$ cat config.mk
export PLATFORM = sky130hd
export DESIGN_NAME = nibble_add_arbiter
export DESIGN_NICKNAME = d
export VERILOG_FILES = /design/src/rtl/nibble_add_arbiter_pkg.sv /design/src/rtl/nibble_add_arbiter_add_slice.sv /design/src/rtl/nibble_add_arbiter.sv
export SDC_FILE = /design/constraint.sdc
export NUM_CORES = 1
export LEC_CHECK = 0
export ABC_AREA = 1
export CAP_MARGIN = 20
export CORE_ASPECT_RATIO = 1.5
export CORE_MARGIN = 3
export CORE_UTILIZATION = 47
export DETAILED_ROUTE_END_ITERATION = 6
export PLACE_DENSITY_LB_ADDON = 0.1
export SETUP_SLACK_MARGIN = 0.02
export SLEW_MARGIN = 20
export SYNTH_ARGS = -nofsm -noshare
export SYNTH_HDL_FRONTEND = slang
export SYNTH_HIERARCHICAL = 1
export SYNTH_SLANG_ARGS = --single-unit
$ cat constraint.sdc
create_clock -name clk -period 3.6 [get_ports clk]
set_input_delay 1.08 -clock clk [delete_from_list [all_inputs] [get_ports clk]]
set_output_delay 1.08 -clock clk [all_outputs]
set_load 0.03 [all_outputs]
$ cat src/rtl/nibble_add_arbiter_pkg.sv
// nibble_add_arbiter_pkg
//   Shared definitions for the slice-serial two-requester adder:
//   FSM state encoding, default geometry and the derived slice count.
package nibble_add_arbiter_pkg;

    typedef enum logic [1:0] {
        IDLE = 2'd0,
        RUN  = 2'd1,
        DONE = 2'd2
    } state_t;

    localparam int WORD_W_DEF  = 16;
    localparam int SLICE_W_DEF = 4;
    localparam int NSLICES     = WORD_W_DEF / SLICE_W_DEF;

    // Slice count for an arbitrary geometry (WORD_W a multiple of SLICE_W).
    function automatic int nslices(input int word_w, input int slice_w);
        return word_w / slice_w;
    endfunction

    // Counter width able to index n slices; never narrower than one bit.
    function automatic int cnt_w(input int n);
        return (n > 1) ? $clog2(n) : 1;
    endfunction

endpackage

$ cat src/rtl/nibble_add_arbiter_add_slice.sv
// add_slice
//   Purely combinational SLICE_W-bit ripple-carry adder built from
//   full-adder cells.
//   Ports: a, b  - slice operands
//          ci    - carry in
//          s     - slice sum
//          co    - carry out of the top cell
module add_slice #(
    parameter int SLICE_W = 4
) (
    input  logic [SLICE_W-1:0] a,
    input  logic [SLICE_W-1:0] b,
    input  logic               ci,
    output logic [SLICE_W-1:0] s,
    output logic               co
);

    always_comb begin
        logic c;
        c = ci;
        s = '0;
        for (int i = 0; i < SLICE_W; i++) begin
            s[i] = a[i] ^ b[i] ^ c;
            c    = (a[i] & b[i]) | (c & (a[i] ^ b[i]));
        end
        co = c;
    end

endmodule

$ cat src/rtl/nibble_add_arbiter.sv
// nibble_add_arbiter
//   Two requesters share a single SLICE_W-bit adder. An accepted operation
//   is added one slice per cycle, LSB slice first, and the result is held
//   until the consumer takes it. Ties between requesters are broken by a
//   round-robin pointer that always favours the one not served last.
//   Ports: clk, rst_n                   - clock, async active-low reset
//          reqN_valid/ready              - requester N handshake
//          reqN_a, reqN_b, reqN_cin      - requester N operands
//          rsp_valid/ready               - result handshake
//          rsp_id, rsp_sum, rsp_cout     - result owner, sum, carry-out
//          busy                          - operation in RUN or DONE
module nibble_add_arbiter
    import nibble_add_arbiter_pkg::*;
#(
    parameter int WORD_W  = WORD_W_DEF,
    parameter int SLICE_W = SLICE_W_DEF
) (
    input  logic              clk,
    input  logic              rst_n,
    input  logic              req0_valid,
    output logic              req0_ready,
    input  logic [WORD_W-1:0] req0_a,
    input  logic [WORD_W-1:0] req0_b,
    input  logic              req0_cin,
    input  logic              req1_valid,
    output logic              req1_ready,
    input  logic [WORD_W-1:0] req1_a,
    input  logic [WORD_W-1:0] req1_b,
    input  logic              req1_cin,
    output logic              rsp_valid,
    input  logic              rsp_ready,
    output logic              rsp_id,
    output logic [WORD_W-1:0] rsp_sum,
    output logic              rsp_cout,
    output logic              busy
);

    localparam int NSL = nslices(WORD_W, SLICE_W);
    localparam int KW  = cnt_w(NSL);

    state_t              state;
    logic [KW-1:0]       k;
    logic [WORD_W-1:0]   a_q, b_q, sum_q;
    logic                carry_q, cout_q, id_q, rr_ptr;

    logic                any_req, grant, accept;
    logic [SLICE_W-1:0]  a_sl, b_sl, s_sl;
    logic                co_sl;

    // Single valid requester wins outright; on a tie the pointer decides.
    always_comb begin
        any_req = req0_valid | req1_valid;
        grant   = 1'b0;
        if (req0_valid && req1_valid) grant = rr_ptr;
        else                          grant = req1_valid;
    end

    assign req0_ready = (state == IDLE) && any_req && !grant;
    assign req1_ready = (state == IDLE) && any_req &&  grant;
    assign accept     = (req0_valid && req0_ready) || (req1_valid && req1_ready);

    assign a_sl = a_q[k*SLICE_W +: SLICE_W];
    assign b_sl = b_q[k*SLICE_W +: SLICE_W];

    add_slice #(.SLICE_W(SLICE_W)) u_add (
        .a  (a_sl),
        .b  (b_sl),
        .ci (carry_q),
        .s  (s_sl),
        .co (co_sl)
    );

    always_ff @(posedge clk or negedge rst_n) begin
        if (!rst_n) begin
            state   <= IDLE;
            k       <= '0;
            a_q     <= '0;
            b_q     <= '0;
            sum_q   <= '0;
            carry_q <= 1'b0;
            cout_q  <= 1'b0;
            id_q    <= 1'b0;
            rr_ptr  <= 1'b0;
        end else begin
            case (state)
                IDLE: begin
                    if (accept) begin
                        a_q     <= grant ? req1_a   : req0_a;
                        b_q     <= grant ? req1_b   : req0_b;
                        carry_q <= grant ? req1_cin : req0_cin;
                        id_q    <= grant;
                        rr_ptr  <= ~grant;
                        k       <= '0;
                        state   <= RUN;
                    end
                end
                RUN: begin
                    sum_q[k*SLICE_W +: SLICE_W] <= s_sl;
                    carry_q <= co_sl;
                    if (k == KW'(NSL - 1)) begin
                        // Last slice: its carry is the word carry-out.
                        cout_q <= co_sl;
                        k      <= '0;
                        state  <= DONE;
                    end else begin
                        k <= k + 1'b1;
                    end
                end
                DONE: begin
                    if (rsp_ready) state <= IDLE;
                end
                default: state <= IDLE;
            endcase
        end
    end

    assign rsp_valid = (state == DONE);
    assign busy      = (state != IDLE);
    assign rsp_sum   = sum_q;
    assign rsp_cout  = cout_q;
    assign rsp_id    = id_q;

endmodule

==> results.txt, run 1 <==
From synthesis to final layout, the design area changed by 31.65%. Setup repair after global routing left no endpoint under its margin. The worst path buffer plus inverter count is 3.

TritonCTS created 5 clock buffers. The sequential fraction of the synthesis area is 45.86%, and the count of H-tree levels built during CTS is 2. For this run, the post-layout net count is 546.

In the layout the commonest cells are sky130_fd_sc_hd__nand3_1, sky130_fd_sc_hd__clkdlybuf4s50_1, sky130_fd_sc_hd__nand2_1. Master cell of the clock root buffer: sky130_fd_sc_hd__clkbuf_8. In the routed design, unresolved DRC markers number 0.

The endpoint identified for the worst register-to-register timing path is rsp_sum[15]. The number of hold buffers added after cts came out at 0. The run finished with clean final reports. Cells fill 64.69% of the core in the end. Global routing used 21.08% of the available tracks. The logs give 140 for the iteration-0 DRC count of the detailed router and 56 for the number of clock sinks seen by CTS. STA classifies the critical path endpoint as a primary output. The combinational power share was 58.1%; the number of top-level design ports was 93. The count of distinct cell types in the synthesized netlist was 23; the cell-internal power was 1733 uW. Dividing the detail-routed wire length by the instance count gives 13.98 um. The run gives 2749 as the via count of the first global-routing pass. The hold path endpoint was rsp_sum[15].

The worst pin sits at a relative slew slack of 54.15%. The most common library cell in the layout ignoring fill and taps was sky130_fd_sc_hd__nand3_1. On the worst path, the slowest cell contributes a delay of 670 ps. The cell depth of the worst flop-to-flop path works out to 15. The run gives 300 ps as the insertion delay of the later-clocked pin in the worst-skew pair. Dividing the final minimum period by the clock period gives 93.42%. The run gives 534 as the number of cells in the design after placement. The number of core rows was 35; the highest clock rate was 297.3 MHz. The number of antenna diodes in the final layout is 0.

The total number of vias was 2888; the worst setup timing slack at the placement stage was 240.1 ps. The tools report the pin count of the biggest net entering global routing as 57. STA classifies the critical path startpoint as an input pin.

VDD sags by at most 0.0005160 V. At the worst endpoint, the arrival time is 2280 ps. The synthesized netlist occupies a cell area of 3055 sq um. The tightest min-delay check is of the flip-flop to flip-flop type. The number of non-filler instances in the completed layout is 539, and the largest clock skew in the final design is 6.566 ps.

The highest net fanout along the worst path was 8; the count of buffers from port buffering was 92. Across the run, the number of max-cap violations was 0. The tools report the deepest clock path buffer count as 2.

The run gives 236.8 ps as the minimum setup slack in the final design. The largest individual stage delay along the critical path comes from the cell sky130_fd_sc_hd__clkdlybuf4s50_1. After detailed routing, the total wire length is 7.533 mm. The run gives 3954 sq um as the total placed instance area. Dividing the synthesized area by the synthesized cell count gives 7.978 sq um.

In the final timing run, aggregate negative setup slack is 0 ps. Counting instances, the worst hold path has a depth of 2. The die span in y was 104.8 um; the initial antenna violation count was 0.

At the pin with the least slew margin, the transition time is 687.8 ps. Power spread over the standard cell area amounts to 827.0 nW/um^2. The tools report the placed wire-length estimate after detailed placement as 5.593 mm. Net switching is 47.92% of the power. The class of the most critical setup path is input pin to primary output.

The final critical-path required period was 3363 ps; the number of setup violations in the final report was 0. The critical path goes through clkdlybuf4s50_1 -> nor2_1 -> nor2_4 -> nand2_1 -> inv_1 -> buf_4. The cell type group with the largest total delay on the critical path was buffers and inverters.

The final global-route overflow total was 0; the share of power burned in the clock network was 9.2%. The setup slack on the worst flop-to-flop path came out at 510 ps. TritonCTS built the clock tree. The post-detailed-route via-to-cell ratio works out to 5.358.

The congestion estimate from routability-driven global placement came to 0.8722. After synthesis the netlist holds a flip-flop and latch count of 56. The region available for standard cell placement spans 6218 sq um. The logs give 6 for the number of synthesis warnings and 0 for the number of max-slew violations in the final report. After clock tree synthesis, the setup repair step added 0 buffers. Startpoint of the most critical register-to-register path: k[1]. In this run, flip-flops and latches consume 32.6% of the power. The floorplan step defined a die boundary enclosing 7524 sq um. The analysis attributes to net switching a power of 1594 uW. After technology mapping, the gate count stands at 383. In the final layout, the share of cells above drive strength 1 is 5.376%. Launch instance of the worst min-delay path: rsp_sum[15].

For the total leakage power, the log shows 0.001918 uW. Synthesis produced a netlist with a net count of 462. Hold violation total from the final report: 0.

For this configuration, the core starts out at a cell density of 49.13%. The post-cts resize count is 0. The die is 71.83 um wide.

The final standard cell area without fillers is 4023 sq um. The logs give 12.70 mm for the global-route wire length before repair and 4 for the number of search-and-repair iterations in the first detailed-routing pass. The clock transition at the registers of the reported paths was 90 ps. The number of routed nets with antenna violations came out at 0. For the worst setup path, the data required time is 2520 ps.
-- worst max path at each step --
stage,endpoint,from,depth (start not counted)
final,req0_ready,req1_valid,6
after global routing,req0_ready,req1_valid,6
after CTS,req0_ready,req1_valid,6
after detailed placement,req0_ready,req1_valid,6
after global placement,req0_ready,req1_valid,6
after floorplan,req1_ready,req0_valid,6
-- cell type report --
| cell class | instances | area [sq um] |
|---|---|---|
| Clock buffer | 5 | 68.82 |
| Fill cell | 580 | 2196 |
| Inverter | 31 | 116.4 |
| Multi-Input combinational cell | 273 | 1373 |
| Sequential cell | 56 | 1401 |
| Tap cell | 74 | 92.59 |
| Timing Repair Buffer | 100 | 970.9 |
-- cell families after synthesis --
kind of cell / after synthesis / synth area share, %
DFF: 56 / 45.86
AOI/OAI and AO/OA: 41 / 7.248
buffers and inverters: 54 / 9.214
adders and majority gates: 8 / 4.259
and+or+nand+nor: 224 / 33.41
-- tightest hold or removal path, delay by kind of cell, from the launching register on --
kind,cells,cell delay (ps)
flip-flops,1,350
AND/OR/NAND/NOR,2,100
-- layer usage --
| metal | GRT usage [%] | up-vias | routed length (um) |
|---|---|---|---|
| met5 | 0 | - | 0 |
| met2 | 37.43 | 73 | 4024 |
| met4 | 6.720 | 0 | 140 |
| met3 | 3.272 | 11 | 287 |
| li1 | - | 1434 | - |
| met1 | 25.55 | 1370 | 3081 |
-- cell usage after synthesis (all sizes together) --
cell	n	area (sq um)
ha	4	50.05
nand3b	4	30.03
inv	31	116.4
clkbuf	6	22.52
nand3	104	520.5
buf	17	142.6
o22ai	8	50.05
o31ai	1	7.510
o21ai	32	163.9
nor2	31	128.9
nand4	4	25.02
dfrtp	56	1401
nand2	81	316.5
fa	4	80.08
-- stage by stage --
stage / total power, uW / hold slack, ps
6_report: 3327 / 485.0
5_1_grt: 3627 / 512.9
4_1_cts: 3350 / 488.0
3_5_place_dp: 3039 / 465.2
3_3_place_gp: 2994 / 460.6
2_1_floorplan: 2485 / 449.8
-- registers in the layout, summed over array words and instances, names as in the netlist --
register  flops
a_q          16
b_q          16
carry_q       1
k             2
rr_ptr        1
rsp_cout      1
rsp_id        1
rsp_sum      16
state         2
-- power by group through the flow --
stage / registers [uW] / logic [uW] / clock network, uW
2_1_floorplan: 1140 / 1340 / 0
3_3_place_gp: 1100 / 1890 / 0
3_5_place_dp: 1100 / 1940 / 0
4_1_cts: 1090 / 1940 / 318
5_1_grt: 1120 / 2170 / 339
6_report: 1090 / 1930 / 307
Power figures use the tool's default switching activity.
==> inputs of run 2 (changes only) <==
CORE_UTILIZATION = 51   (was 47)
clock period = 4.06 ns   (was 3.6 ns; I/O delays follow)
==> results.txt, run 2 (same netlist as run 1, synthesis figures left out) <==
The maximum vdd drop is 0.0003843 V. The critical path arrival came out at 2420 ps. The sequential cells in the finished layout cover a total of 1401 sq um.

After detailed routing, the number of remaining DRC violations is 0. The minimum setup slack in the final design came out at 417.9 ps. Together, buffers and inverters on the worst path number 3. Setup repair after global routing left no endpoint under its margin. The endpoint type of the worst setup path is a primary output. The pin count of the biggest net entering global routing is 36. The hold violation total from the final report is 0, and the iteration-0 DRC count of the detailed router is 159. The largest individual stage delay along the critical path comes from the cell sky130_fd_sc_hd__clkdlybuf4s50_1.

Across the routed clock network, the largest skew measured is 4.706 ps. TritonCTS built the clock tree. The worst path needs 3642 ps of the cycle, external delays included. 0 antenna diodes ended up in the layout. The H-tree generated during clock tree synthesis spans 2 levels.

The maximum cell stage delay along the critical path works out to 680 ps. The startpoint of the worst setup timing path is req1_valid. For this run, the total global-route usage over all layers was measured as 22.68%. Cells with a size suffix above 1 make up 5.365% of the layout. For this design, the CTS-stage hold fixing added 0 buffers.

The first global-routing pass estimated 12.90 mm of wire. The floorplan step set the die width to 69.20 um. After floorplanning, the core was divided into 33 placement rows. After detailed routing, the average wire length per cell comes to 14.51 um. The floorplan step defined a core boundary enclosing 5615 sq um. Derived from the worst setup path, the maximum achievable clock frequency is 274.6 MHz.

The insertion delay of the later-clocked pin in the worst-skew pair was 300 ps. The tools report the startpoint of the most critical register-to-register path as k[1]. The run gives 56 as the number of clock sinks seen by CTS.

The total placed instance area is 3941 sq um. Following the worst setup path forward leads to its endpoint at req0_ready. In the layout the commonest cells are sky130_fd_sc_hd__nand3_1, sky130_fd_sc_hd__clkdlybuf4s50_1, sky130_fd_sc_hd__nand2_1.

The number of max-slew violations in the final report is 0, and the total wire length after detailed routing is 7.779 mm. The tools report the master cell of the clock root buffer as sky130_fd_sc_hd__clkbuf_8. The setup slack on the worst flop-to-flop path is 880 ps.

Summed over all layers, the global routing overflow is 0. Slew at the pin closest to its max-slew limit: 620.3 ps. The tools report the initial antenna violation count as 0. The critical path goes through clkdlybuf4s50_1 -> nor2_1 -> nor2_4 -> nand2_1 -> inv_1 -> buf_4.

Measured along the y axis, the die boundary spans 100.8 um. Headroom to the max-slew limit came out at 58.64%. The final route contains 2929 vias.

After clock tree synthesis, the setup repair step added 0 buffers. The share of the cycle needed by the critical path after routing is 89.71%. After routing, the total negative slack on setup checks comes to 0 ps. The tightest min-delay check is of the flip-flop to flip-flop type. Once the clock tree was built, the resizer swapped 0 gates to a different size.

For the number of max-cap violations, the log shows 0. In this run, placement finished with an instance count of 529. The analysis attributes to cell leakage a power of 0.001919 uW. The congestion estimate from routability-driven global placement came to 0.8402.

The number of routed nets with antenna violations was 0. The class of the most critical setup path is input pin to primary output. Relative to the synthesized area, the layout overhead comes to 31.53%.

The highest net fanout along the worst path came out at 8. The run gives 5 as the number of search-and-repair iterations in the first detailed-routing pass. The launching element type of the critical path is an input pin.

The number of top-level design ports came out at 93. The die covers 6975 sq um. The run finished with clean final reports.

The worst register-to-register path ends at rsp_sum[7]. Before CTS, the worst setup slack after placement is 429.4 ps. The post-detailed-route via-to-cell ratio works out to 5.465. The total clock buffers created by CTS came out at 5. The cell depth of the worst flop-to-flop path came out at 15. The data required time of the worst path was 2840 ps. Number of setup violations in the final report: 0. The clock transition at the registers of the reported paths came out at 90 ps. Leaving out fill and tap cells, the most frequent cell in the layout is sky130_fd_sc_hd__nand3_1. The tools report the number of non-filler instances in the completed layout as 536. The final layout contains 545 nets.

The multi-input combinational cells in the finished layout cover a total of 1373 sq um. In this run the tool buffered the top-level ports with 92 buffer cells. The wire-length estimate of the detail-placed layout is 5.915 mm.

The final standard cell area without fillers came out at 4019 sq um. Dividing total power by cell area gives a power density of 740.3 nW/um^2. The critical path crosses 6 cells after its start point. The clock passes through at most 2 buffers. The via count of the first global-routing pass is 2937.

Counting the fill cells in the layout gives 494. Grouping stages by cell kind, the critical path spends the most delay in buffers and inverters. The starting utilization of the core area was 54.41%.
-- run 2: cell types whose count changed in the layout (fill, tap and decap cells not counted), sizes merged --
cell    change
clkinv      +1
buf         -1
clkbuf      +1
-- run 2: power by group --
group,switching (uW),internal (uW)
clock network,170,118
logic,1100,621
registers,161,802
-- run 2: how the worst min path moves through the flow --
| stage | slack (ps) | depth (start not counted) | startpoint | to |
|---|---|---|---|---|
| 2_1_floorplan | 450 | 2 | a_q[14] | a_q[14] |
| 3_3_place_gp | 460 | 2 | rsp_sum[14] | rsp_sum[14] |
| 3_5_place_dp | 470 | 2 | rsp_sum[15] | rsp_sum[15] |
| 4_1_cts | 490 | 2 | rsp_sum[15] | rsp_sum[15] |
| 5_1_grt | 530 | 2 | rsp_id | rsp_id |
| 6_report | 490 | 2 | rsp_sum[15] | rsp_sum[15] |
-- run 2: cell type report --
class	count	area share (%)
Timing Repair Buffer	99	23.97
Inverter	31	2.895
Tap cell	70	2.179
Multi-Input combinational cell	273	34.15
Clock buffer	6	1.806
Sequential cell	56	34.87
Clock inverter	1	0.1245
-- run 2: per-layer routing --
metal	wire [um]	track usage, %
met3	337	2.794
met1	2960	25.68
met4	136	8.271
met5	0	0
met2	4343	43.24
-- run 2: stage by stage --
| step | power, uW | utilization, % | hold WS, ps |
|---|---|---|---|
| after detailed placement | 2702 | 70.19 | 468.4 |
| after global routing | 3235 | 71.57 | 527.9 |
| after global placement | 2642 | 70.19 | 462.8 |
| final | 2975 | 71.57 | 487.8 |
| after CTS | 2992 | 71.57 | 492.9 |
| after floorplan | 2203 | - | 449.8 |
-- run 2: worst register-to-register path, stage by stage, from the launching register on --
cell	delay (ps)
sky130_fd_sc_hd__dfrtp_1	570
sky130_fd_sc_hd__inv_1	240
sky130_fd_sc_hd__o21ai_0	130
sky130_fd_sc_hd__o22ai_1	130
sky130_fd_sc_hd__fa_1	430
sky130_fd_sc_hd__inv_1	70
sky130_fd_sc_hd__fa_1	150
sky130_fd_sc_hd__inv_1	50
sky130_fd_sc_hd__fa_1	350
sky130_fd_sc_hd__inv_1	80
sky130_fd_sc_hd__fa_1	410
sky130_fd_sc_hd__inv_1	120
sky130_fd_sc_hd__nand2_1	60
sky130_fd_sc_hd__nor2_1	170
sky130_fd_sc_hd__nand3_1	100
sky130_fd_sc_hd__nand2_1	70
